===== src/rtl/nl_prng_core.sv =====
// Nonlinear PRNG core: N-bit state stepped by an additive, quadratic or Galois LFSR rule,
// with seeding and orbit-period measurement. Optional step prescaler under NL_PRNG_PRESCALE_EN.
module nl_prng_core #(
  parameter int                 WIDTH    = 8,
  parameter int                 PW       = 16,
  parameter logic [WIDTH-1:0]   TAPS     = WIDTH'(8'hB8),
  parameter int                 PRESCALE = 4
) (
  input  logic             clk,
  input  logic             reset,
  input  logic             i_en,
  input  logic [1:0]       i_mode,
  input  logic             i_seed_load,
  input  logic [WIDTH-1:0] i_seed,
  input  logic [WIDTH-1:0] i_x_in,
  output logic [WIDTH-1:0] o_state_out,
  output logic             o_out_valid,
  output logic [PW-1:0]    o_period,
  output logic             o_period_done,
  output logic             o_period_ovf
);

  typedef enum logic [0:0] {IDLE = 1'b0, RUN = 1'b1} fsm_t;

  localparam logic [WIDTH-1:0] W_ZERO   = {WIDTH{1'b0}};
  localparam logic [WIDTH-1:0] W_ONE    = {{(WIDTH-1){1'b0}}, 1'b1};
  localparam logic [PW-1:0]    CNT_LAST = {{(PW-1){1'b1}}, 1'b0};
  localparam logic [PW-1:0]    CNT_MAX  = {PW{1'b1}};

  fsm_t             r_fsm, w_fsm_nxt;
  logic [WIDTH-1:0] r_state, r_seed;
  logic [PW-1:0]    r_cnt, r_period;
  logic             r_valid, r_done, r_ovf;
  logic             w_qual, w_step;
  logic [WIDTH-1:0] w_sq, w_next;

  always_ff @(posedge clk) begin
    if (reset) begin
      r_fsm <= IDLE;
    end else begin
      r_fsm <= w_fsm_nxt;
    end
  end

  always_comb begin
    w_fsm_nxt = r_fsm;
    case (r_fsm)
      IDLE:    w_fsm_nxt = i_seed_load ? RUN : IDLE;
      RUN:     w_fsm_nxt = RUN;
      default: w_fsm_nxt = IDLE;
    endcase
  end

  assign w_qual = (r_fsm == RUN) && i_en && !i_seed_load && (i_mode != 2'b11);

`ifdef NL_PRNG_PRESCALE_EN
  localparam int DW = (PRESCALE > 1) ? $clog2(PRESCALE) : 1;
  localparam logic [DW-1:0] DIV_LAST = DW'(PRESCALE - 1);
  logic [DW-1:0] r_div;

  // Divider only advances on qualifying cycles, so HOLD or en=0 simply stretches the interval.
  always_ff @(posedge clk) begin
    if (reset || i_seed_load) begin
      r_div <= {DW{1'b0}};
    end else if (w_qual) begin
      r_div <= (r_div == DIV_LAST) ? {DW{1'b0}} : r_div + DW'(1);
    end else begin
      r_div <= r_div;
    end
  end

  assign w_step = w_qual && (r_div == DIV_LAST);
`else
  assign w_step = w_qual;
`endif

  assign w_sq = r_state * r_state;

  always_comb begin
    w_next = r_state;
    case (i_mode)
      2'b00: w_next = r_state + i_x_in;
      2'b01: w_next = r_state + i_x_in + w_sq;
      2'b10: begin
        if (r_state == W_ZERO) begin
          w_next = W_ONE;
        end else begin
          w_next = (r_state >> 1) ^ (r_state[0] ? TAPS : W_ZERO);
        end
      end
      default: w_next = r_state;
    endcase
  end

  // Period bookkeeping freezes once done; the state itself keeps stepping.
  always_ff @(posedge clk) begin
    if (reset) begin
      r_state  <= W_ZERO;
      r_seed   <= W_ZERO;
      r_cnt    <= {PW{1'b0}};
      r_period <= {PW{1'b0}};
      r_valid  <= 1'b0;
      r_done   <= 1'b0;
      r_ovf    <= 1'b0;
    end else if (i_seed_load) begin
      r_state  <= i_seed;
      r_seed   <= i_seed;
      r_cnt    <= {PW{1'b0}};
      r_period <= {PW{1'b0}};
      r_valid  <= 1'b0;
      r_done   <= 1'b0;
      r_ovf    <= 1'b0;
    end else begin
      r_valid <= w_step;
      if (w_step) begin
        r_state <= w_next;
        if (!r_done) begin
          if (w_next == r_seed) begin
            r_period <= r_cnt + PW'(1);
            r_done   <= 1'b1;
          end else if (r_cnt == CNT_LAST) begin
            r_period <= CNT_MAX;
            r_done   <= 1'b1;
            r_ovf    <= 1'b1;
          end else begin
            r_cnt <= r_cnt + PW'(1);
          end
        end
      end
    end
  end

  assign o_state_out   = r_state;
  assign o_out_valid   = r_valid;
  assign o_period      = r_period;
  assign o_period_done = r_done;
  assign o_period_ovf  = r_ovf;

endmodule


===== config.mk =====
export PLATFORM = sky130hd
export DESIGN_NAME = nl_prng_core
export DESIGN_NICKNAME = d
export VERILOG_FILES = /design/src/rtl/nl_prng_core.sv
export SDC_FILE = /design/constraint.sdc
export NUM_CORES = 1
export LEC_CHECK = 0
export ABC_AREA = 1
export CAP_MARGIN = 20
export CORE_ASPECT_RATIO = 1.2
export CORE_UTILIZATION = 35
export DETAILED_ROUTE_END_ITERATION = 7
export SKIP_LAST_GASP = 1
export SYNTH_ARGS = -nofsm -noshare
export SYNTH_HDL_FRONTEND = slang
export SYNTH_SLANG_ARGS = --single-unit

===== constraint.sdc =====
create_clock -name clk -period 5.4 [get_ports clk]
set_input_delay 1.08 -clock clk [delete_from_list [all_inputs] [get_ports clk]]
set_output_delay 1.08 -clock clk [all_outputs]
set_load 0.01 [all_outputs]

After elaboration in Yosys (flattened, before gate mapping)
Index checks and enable logic that the tools add are counted.

$add $sub $neg: 3. Multiply operators: 1. Equal/unequal tests: 5. Muxes and demuxes: 12. Bitwise gates (word level): 5. Reductions and logical operators: 12.

Operators by type and width (count): $mux 16 (2); $mux 8 (4); $pmux 8 s3 (1); $add 16x1->16 const B (1); $add 8x8->8 (2); $eq 16x16->1 const B (1); $eq 8x8->1 (1); $logic_not 8->1 (1); $mul 8x8->8 (1); $reduce_and 4->1 (2); $xor 7x8->8 (1); $mux 1 (4); $not 1->1 (4); $reduce_bool 2->1 (2); $logic_and 1x1->1 (3); $reduce_and 3->1 (1); $eq 2x1->1 const B (1); $eq 2x2->1 const B (1); $logic_not 2->1 (1); $ne 2x2->1 const B (1); $pmux 1 s2 (1); $reduce_or 2->1 (1); $logic_not 1->1 (1).

Register bits: 52. Bits of input ports: 22.

Depth between registers and ports, before layout
Gate-level depths: netlist of run 1.

Depth in word-level cells: 7. Mapped depth: 37. Depth with buffers taken out: 36.

Worst setup path before layout of run 1
OpenSTA, ideal clock, no wires.

Path type: input -> register. From: input i_x_in[0]. To: register r_cnt[0]. Library setup time: 0.120 ns. Data arrival time: 5.714 ns. Setup slack: -0.434 ns. Stages: 33. Path through: ha_1 fa_1 nand4_1 nand3_1 nand2_1 nand2_1 fa_1 fa_1 inv_1 fa_1 inv_1 fa_1 inv_1 ha_1 a21oi_1 nand3_1 nand2_1 inv_1 nand2_1 nand2_1 nand2_1 nand3_1 nand2_1 nand2_1 nand2_1 nand2_1 inv_2 nand2_4 nand3_4 buf_6 nand2_1 nand2_1 nor2_1.

Longest elaborated chain between the ends: 6.

RTL lines: start: declaration (RTL line 15) `input logic [WIDTH-1:0] i_x_in,`; $add 8x8->8 (*) (RTL line 82, 83); $add 8x8->8 (RTL line 83) `2'b01: w_next = r_state + i_x_in + w_sq;`; $pmux 8 s3 (*) (RTL line 81) `case (i_mode)`; $eq 8x8->1 (*) (RTL line 118) `if (w_next == r_seed) begin`; $not 1->1 (no line) (*); $reduce_and 4->1 (no line) (*); end signal: assignment (RTL line 100) `r_cnt <= {PW{1'b0}};`; end signal: assignment (RTL line 108) `r_cnt <= {PW{1'b0}};`; end signal: assignment (RTL line 126) `r_cnt <= r_cnt + PW'(1);`; end: declaration (RTL line 32) `logic [PW-1:0] r_cnt, r_period;`.

Mark *: on every way between the ends. The rest lies on a longest branch, timed or not. A chain may end at the register's enable or synchronous reset.

Worst setup path after layout of run 1
From: input i_x_in[5]. To: register r_period[9] (netlist: o_period[9]).

Longest elaborated chain between the ends: 6. Elaborated cells on any way between the ends: 7. Those cells by class: 2 x add/sub; 1 x eq/ne; 2 x mux; 2 x reduce/logical.

RTL lines: $add 8x8->8 (*) (RTL line 82, 83); $add 8x8->8 (RTL line 83); $pmux 8 s3 (*) (RTL line 81); $eq 8x8->1 (*) (RTL line 118); $reduce_bool 2->1 (no line); $reduce_and 3->1 (no line); end signal: assignment (RTL line 101) `r_period <= {PW{1'b0}};`; end signal: assignment (RTL line 109) `r_period <= {PW{1'b0}};`; end signal: assignment (RTL line 119) `r_period <= r_cnt + PW'(1);`; end: declaration (RTL line 32).

Marks and branches as above.

==> metrics.md, run 1 <==
| Metric | Value |
|---|---|
| Peak Freq | `168.5 MHz` |
| CTS tree | `built` |
| Initial antenna violation count | `0` |
| Slew margin rel. | `0.4645` |
| Overall Global Routing Usage | `0.2032` |
| Endpoints failing setup | `35` |
| GP Congestion | `0.8582` |
| Placed insts | `821` |
| Fin cells | `871` |
| Post-Route Setup TNS | `-16.07 ns` |
| Number of max-cap violations | `0` |
| Hold-fix buffers at CTS | `0` |
| Post-Syn Area | `0.004024 mm2` |
| Crit start category | `input pin` |
| Main flop type after synthesis | `dfxtp_1` |
| Buffers plus inverters on the worst setup path | `30` |
| Slowest CP cell | `ha_4` |
| Root Driver | `clkbuf_16` |
| DIE WIDTH | `approximately 100 um` |
| Port Buffers | `48` |
| DP HPWL | `about 8000 um` |
| Worst reg2reg setup slack | `0.01 ns` |
| R2R Path End | `o_period[9]` |
| Slew Viols, Final | `0` |
| Fraction of registers with async set/reset | `0` |
| End of the critical path | `o_period[9]` |
| Post-synth EDFFs | `0` |
| Final Worst Setup Slack | `-0.5364 ns` |
| Setup repair after global routing missed its margin | `true` |
| Final nets | `between 700 and 800` |
| Post-Synthesis Cells | `601` |
| Area added between synthesis and finish | `43.07%` |
| Final min period | `5.936 ns` |
| Starting Density | `0.3629` |
| FF-to-FF path depth | `41` |
| P_leak | `between 2 and 3 nW` |
| Die ar. | `0.01193 mm2` |
| Synthesized flop and latch total | `52` |
| First drt pass iteration count | `5` |
| CP most frequent cell | `buf_4` |
| Maximum vdd drop | `0.0002133 V` |
| Final setup skew | `0.006417 ns` |
| # DRC | `0` |
| DR vias | `4212` |
| Pin count of the biggest net entering global routing | `33` |
| Clock Sinks | `52` |
| First-pass GRT wire length | `19130 um` |
| Num CTS Buffers | `5` |
| Hold_ws | `0.4643 ns` |
| Core ar. | `roughly 0.011 mm2` |
| CP Launch Point | `i_x_in[5]` |
| Critical R2R Launch | `o_state_out[0]` |
| HP Class | `flip-flop to flip-flop` |
| Synth Area per Inst | `about 6.7 um2` |
| Gr ovfl total | `0` |
| Share of cells above drive strength 1 | `0.2315` |
| Site row count | `42` |
| Slowest stage delay, CP | `0.28 ns` |
| PD cells | `206.3 mW/mm2` |
| # diodes | `0` |
| Core Util, Final | `0.5192` |
| Yosys warning count | `0` |
| Kind of critical path | `input pin to flip-flop` |
| Final hold violations | `0` |
| Post-route ant nets | `0` |
| Worst slack at placement | `-1.253 ns` |
| Critical Path Fanout Max | `5` |
| Drt via density | `4.836` |
| Reg clk slew, reported paths | `0.06 ns` |
| Post-synth cell types | `35` |
| CTS Buffer Depth | `2` |
| Drt total wl | `11830 um` |
| CP Depth | `42` |
| Vias in the first global route | `4181` |
| Clk Latency, worst-skew pair | `0.29 ns` |
| Max H-tree Level | `2` |
| Worst setup EP type | `flip-flop` |
| Starting DRT DRC Count | `232` |
| Routed WL per cell | `13.58 um` |
| CP arrival | `about 6.1 ns` |
| Fillers | `1046` |
| Actual slew at the worst max-slew pin | `0.8025 ns` |
| CP top delay family | `buffers and inverters` |
| Violated checks | `setup timing` |
| CP required | `5.59 ns` |
| Status | `complete, but fails checks` |
| Seq/Total Area, Yosys | `0.2587` |
| Synthesized Nets | `669` |
| Final period utilization | `1.099` |
| DIE HEIGHT | `~120 um` |
| Ports | `49` |
layout make-up:
cell class	count	area, um2	area share
clock buffers	6	128.9	0.02239
clock inverters	1	5.005	0.0008694
inverters	115	431.7	0.07498
multi-input cells	425	2844	0.4940
flip-flops and latches	52	1041	0.1808
well taps	154	192.7	0.03347
repair buffers	118	1114	0.1934
synthesized netlist by cell type (2+ instances only):
library cell | number | area (um2)
buf_6 | 4 | 45.04
clkinv_1 | 3 | 11.26
nand3_1 | 36 | 180.2
or2_1 | 4 | 25.02
buf_2 | 4 | 20.02
nand3b_1 | 2 | 15.01
inv_1 | 109 | 409.1
clkbuf_1 | 5 | 18.77
fa_1 | 16 | 320.3
nand4_1 | 10 | 62.56
o21ai_0 | 15 | 75.07
nor2_2 | 3 | 18.77
o21ai_1 | 16 | 80.08
ha_1 | 30 | 375.4
nor3_1 | 4 | 20.02
nand3_4 | 2 | 35.03
nor2_1 | 92 | 345.3
xor2_1 | 18 | 157.7
inv_2 | 3 | 11.26
nand2_4 | 2 | 22.52
dfxtp_1 | 52 | 1041
a31oi_1 | 3 | 18.77
nand2_1 | 138 | 518.0
a21oi_1 | 14 | 70.07
o22ai_1 | 4 | 25.02
a221oi_1 | 3 | 26.28
through the flow:
stage                     area (um2)  total power [mW]
final                           5757             1.188
after global routing            5757             1.264
after CTS                       5602             1.165
after detailed placement        4890            0.8085
after global placement          4890            0.7998
after floorplan                 4074            0.6702
metal layers:
metal  vias up  track usage  share of wire
li1       2103            -              -
met1      1952       0.2439           0.42
met2       123       0.3414           0.49
met3        34      0.03110          0.048
met4         0       0.1176          0.042
met5         -            0              0
report_power, final:
part / leakage [nW] / total, mW / switching [mW] / internal [mW]
logic: 2.28 / 0.480 / 0.258 / 0.222
registers: 0.423 / 0.405 / 0.0101 / 0.395
clock network: 0.0667 / 0.303 / 0.135 / 0.169
tightest hold or removal path, stage by stage, from the launching register on:
cell and delay, ns:
dfxtp_1 0.32, nor2_1 0.04, nor2_1 0.07
registers in the layout, summed over array words and instances, names as in the netlist:
name / count
o_period_ovf: 1
o_state_out: 8
r_seed: 8
r_cnt: 16
r_fsm: 1
o_out_valid: 1
o_period_done: 1
o_period: 16
worst min path at each step:
stage / start / to / slack (ns) / cells after the start
after floorplan: r_fsm / r_fsm / 0.43 / 2
after global placement: r_fsm / r_fsm / 0.45 / 2
after detailed placement: r_fsm / r_fsm / 0.46 / 2
after CTS: r_fsm / r_fsm / 0.47 / 2
after global routing: r_fsm / r_fsm / 0.50 / 2
final: r_fsm / r_fsm / 0.46 / 2
cell families (layout without fill, tap and decap cells):
family	Yosys count	count (layout)	share of synthesized area
and+or+nand+nor	298	302	0.3187
buffers and inverters	128	240	0.1281
xor gates and xnor gates	18	18	0.03918
adders and majority gates	46	46	0.1729
DFF	52	52	0.2587
AOI/OAI and AO/OA	59	59	0.08240
timing repair:
action                                  in CTS  in global routing
hold endpoints to repair                     0                  0
endpoints found under the setup margin      38                 37
cloned                                       6                  1
buffers inserted                            33                  3
gates resized for setup                     59                 38
pin swaps                                   39                 24
cells in the final DEF (no fill, tap or decap), types with 3 or more instances in the layout:
master           netlist  layout
nand3_4                2       5
inv_1                109     103
buf_16                 0       3
clkinv_1               3       3
fa_1                  16      13
o21ai_0               15       8
a21oi_1               14      12
nor2_1                92      78
fa_2                   0       3
clkdlybuf4s50_1        0      42
clkbuf_16              0       5
buf_4                  0      59
dfxtp_1               52      52
ha_1                  30      23
o21ai_1               16      11
nand2_1              138     121
xor2_1                18      18
nor2_2                 3      15
ha_4                   0       7
o22ai_1                4       4
nor3_1                 4       4
nand2_2                1      18
inv_2                  3       9
nand3_1               36      30
a31oi_1                3       3
nor2_4                 1       3
buf_6                  4       6
nand3_2                1       7
or2_1                  4       4
nand2_8                0       3
o21ai_2                1      12
nand4_1               10      10
Note: power is estimated with default switching activity, not from simulation.
==> run 2, diff against run 1 <==
CAP_MARGIN = not set   (was 20)
CORE_ASPECT_RATIO = 0.6   (was 1.2)
==> run 2 against run 1 <==
The run still ends with setup timing left. Clock power is 6% higher. Register-to-register slack worse by 0.11 ns. First-iteration DRC count is 59% higher. Highest routed layer unchanged.
==> metrics.md, run 2 (same netlist as run 1, synthesis figures left out) <==
| Metric | Value |
|---|---|
| Hold-fix buffers at CTS | `0 (unchanged)` |
| Overall Global Routing Usage | `0.2174 (was 0.2032)` |
| Worst setup EP type | `flip-flop (unchanged)` |
| Most frequent cells in the layout | `117 x nand2_1, 99 x inv_1, 84 x nor2_1 (was 121 x nand2_1, 103 x inv_1, 78 x nor2_1)` |
| Clk network pwr share | `0.257 (was 0.255)` |
| Gr ovfl total | `0 (unchanged)` |
| GP Congestion | `0.9285 (was 0.8582)` |
| Die ar. | `0.01194 mm2 (was 0.01193 mm2)` |
| Kind of critical path | `input pin to flip-flop (unchanged)` |
| Placed insts | `803 (was 821)` |
| Root Driver | `clkbuf_16 (unchanged)` |
| Buffers plus inverters on the worst setup path | `29 (was 30)` |
| Slew Viols, Final | `0 (unchanged)` |
| HP Class | `flip-flop to flip-flop (unchanged)` |
| Port Buffers | `48 (unchanged)` |
| Fillers | `1059 (was 1046)` |
| Slowest CP cell | `ha_4 (unchanged)` |
| Fin cells | `852 (was 871)` |
| P_leak | `2.698 nW (was 2.770 nW)` |
| Starting DRT DRC Count | `370 (was 232)` |
| Share of cells above drive strength 1 | `0.2412 (was 0.2315)` |
| Drt via density | `5.073 (was 4.836)` |
| CP Launch Point | `i_x_in[4] (was i_x_in[5])` |
| Actual slew at the worst max-slew pin | `0.8155 ns (was 0.8025 ns)` |
| Final Worst Setup Slack | `-0.6080 ns (was -0.5364 ns)` |
| Routed WL per cell | `15.29 um (was 13.58 um)` |
| PD cells | `218.9 mW/mm2 (was 206.3 mW/mm2)` |
| Setup repair after global routing missed its margin | `true (unchanged)` |
| Switching part of the total power | `0.3547 (was 0.3390)` |
| DP HPWL | `9021 um (was 8019 um)` |
| Commonest non-fill, non-tap cell in the layout | `nand2_1 (unchanged)` |
| # DRC | `0 (unchanged)` |
| Critical Path Fanout Max | `7 (was 5)` |
| CP required | `5.57 ns (was 5.59 ns)` |
| First-pass GRT wire length | `20040 um (was 19130 um)` |
| DR vias | `4322 (was 4212)` |
| Core ar. | `0.01089 mm2 (was 0.01109 mm2)` |
| DIE HEIGHT | `85.06 um (was 119.5 um)` |
| Post-route ant nets | `0 (unchanged)` |
| Crit start category | `input pin (unchanged)` |
| Clk Latency, worst-skew pair | `0.29 ns (about the same)` |
| Final nets | `780 (was 785)` |
| Final min period | `6.008 ns (was 5.936 ns)` |
| Post-Route Setup TNS | `-18.86 ns (was -16.07 ns)` |
| Clock Sinks | `52 (unchanged)` |
| Final setup skew | `0.006967 ns (was 0.006417 ns)` |
| Initial antenna violation count | `0 (unchanged)` |
| Status | `complete, but fails checks (unchanged)` |
| R2R Path End | `o_period_done (was o_period[9])` |
| End of the critical path | `o_period_done (was o_period[9])` |
| Slowest stage delay, CP | `0.28 ns (about the same)` |
| First drt pass iteration count | `6 (was 5)` |
| CP most frequent cell | `buf_4 (unchanged)` |
| Endpoints failing setup | `35 (unchanged)` |
| Vias in the first global route | `3814 (was 4181)` |
| Total net switching power | `441.9 uW (was 402.7 uW)` |
| Critical R2R Launch | `o_state_out[0] (unchanged)` |
| CTS tree | `built (unchanged)` |
| Pin count of the biggest net entering global routing | `33 (unchanged)` |
| Final hold violations | `0 (unchanged)` |
| CP arrival | `6.18 ns (was 6.12 ns)` |
| Peak Freq | `166.4 MHz (was 168.5 MHz)` |
| Ports | `49 (unchanged)` |
| CP top delay family | `buffers and inverters (unchanged)` |
| Slew margin rel. | `0.4543 (was 0.4645)` |
| # diodes | `0 (unchanged)` |
| Final period utilization | `1.113 (was 1.099)` |
| CTS Buffer Depth | `2 (unchanged)` |
| Number of max-cap violations | `0 (unchanged)` |
| Max H-tree Level | `2 (unchanged)` |
| Multi-input combinational cell area | `0.002879 mm2 (was 0.002844 mm2)` |
| Pint | `803.9 uW (was 785.0 uW)` |
| FF-to-FF path depth | `42 (was 41)` |
| Flop pwr share | `0.325 (was 0.341)` |
| Area added between synthesis and finish | `41.42% (was 43.07%)` |
| CP Depth | `44 (was 42)` |
| Starting Density | `0.3697 (was 0.3629)` |
| Site row count | `29 (was 42)` |
| Worst reg2reg setup slack | `-0.10 ns (was 0.01 ns)` |
| Register area | `0.001041 mm2 (unchanged)` |
| Reg clk slew, reported paths | `0.07 ns (was 0.06 ns)` |
| Drt total wl | `13030 um (was 11830 um)` |
| Maximum vdd drop | `0.0001250 V (was 0.0002133 V)` |
| Combinational Power Share | `0.419 (was 0.404)` |
| Num CTS Buffers | `5 (unchanged)` |
| DIE WIDTH | `140.4 um (was 99.88 um)` |
| Violated checks | `setup timing (unchanged)` |
[run 2: what timing repair did]
item                                    4_1_cts  5_1_grt
endpoints found under the setup margin       38       37
endpoints found under the hold margin         0        0
gates cloned                                  3        1
buffers inserted                             37        3
pin swaps                                    32       45
gates resized for setup                      51       51
[run 2: through the flow]
step           cell area [um2]  hold slack, ns  total power, mW  worst slack, ns  utilization
6_report                  5690          0.4768            1.246          -0.6080       0.5228
5_1_grt                   5690          0.4954            1.316          -0.7989       0.5228
4_1_cts                   5519          0.4797            1.199          -0.4132       0.5070
3_5_place_dp              4863          0.4599           0.8066           -1.184       0.4468
3_3_place_gp              4863          0.4488           0.7968           -1.102       0.4468
2_1_floorplan             4074          0.4345           0.6702          -0.1996            -
[run 2: power by group through the flow]
stage	sequential, mW	combinational [mW]	clock, mW
global placement	0.411	0.386	0
CTS	0.404	0.469	0.326
global route	0.406	0.567	0.343
detailed placement	0.412	0.395	0
floorplan	0.415	0.255	0
finish	0.404	0.522	0.320
[run 2: how the worst min path moves through the flow]
stage	from	to	slack [ns]	cells past startpoint
6_report	r_seed[4]	r_seed[4]	0.48	2
2_1_floorplan	r_fsm	r_fsm	0.43	2
4_1_cts	r_seed[4]	r_seed[4]	0.48	2
5_1_grt	o_period[2]	o_period[2]	0.50	2
3_5_place_dp	o_period_ovf	o_period_ovf	0.46	2
3_3_place_gp	r_fsm	r_fsm	0.45	2
[run 2: cell type report]
| class | instances | share of cell area |
|---|---|---|
| Clock buffer | 7 | 0.02331 |
| Clock inverter | 1 | 0.001539 |
| Inverter | 115 | 0.07630 |
| Multi-Input combinational cell | 424 | 0.5059 |
| Sequential cell | 52 | 0.1829 |
| Tap cell | 139 | 0.03056 |
| Timing Repair Buffer | 114 | 0.1794 |
[run 2: worst reg2reg max path, delay by kind of cell, from the launching register on]
family                     cells  cell delay, ns
buffers and inverters         27            3.34
and+or+nand+nor               11            0.91
adders and majority gates      2            0.44
DFF                            1            0.38
AOI/OAI and AO/OA              2            0.32
[run 2: layer usage]
layer / global-route usage / vias up / part of all wire
li1: - / 2098 / -
met1: 0.3373 / 2017 / 0.49
met5: 0 / - / 0
met4: 0.04096 / 0 / 0.016
met2: 0.3005 / 189 / 0.39
met3: 0.05023 / 18 / 0.099
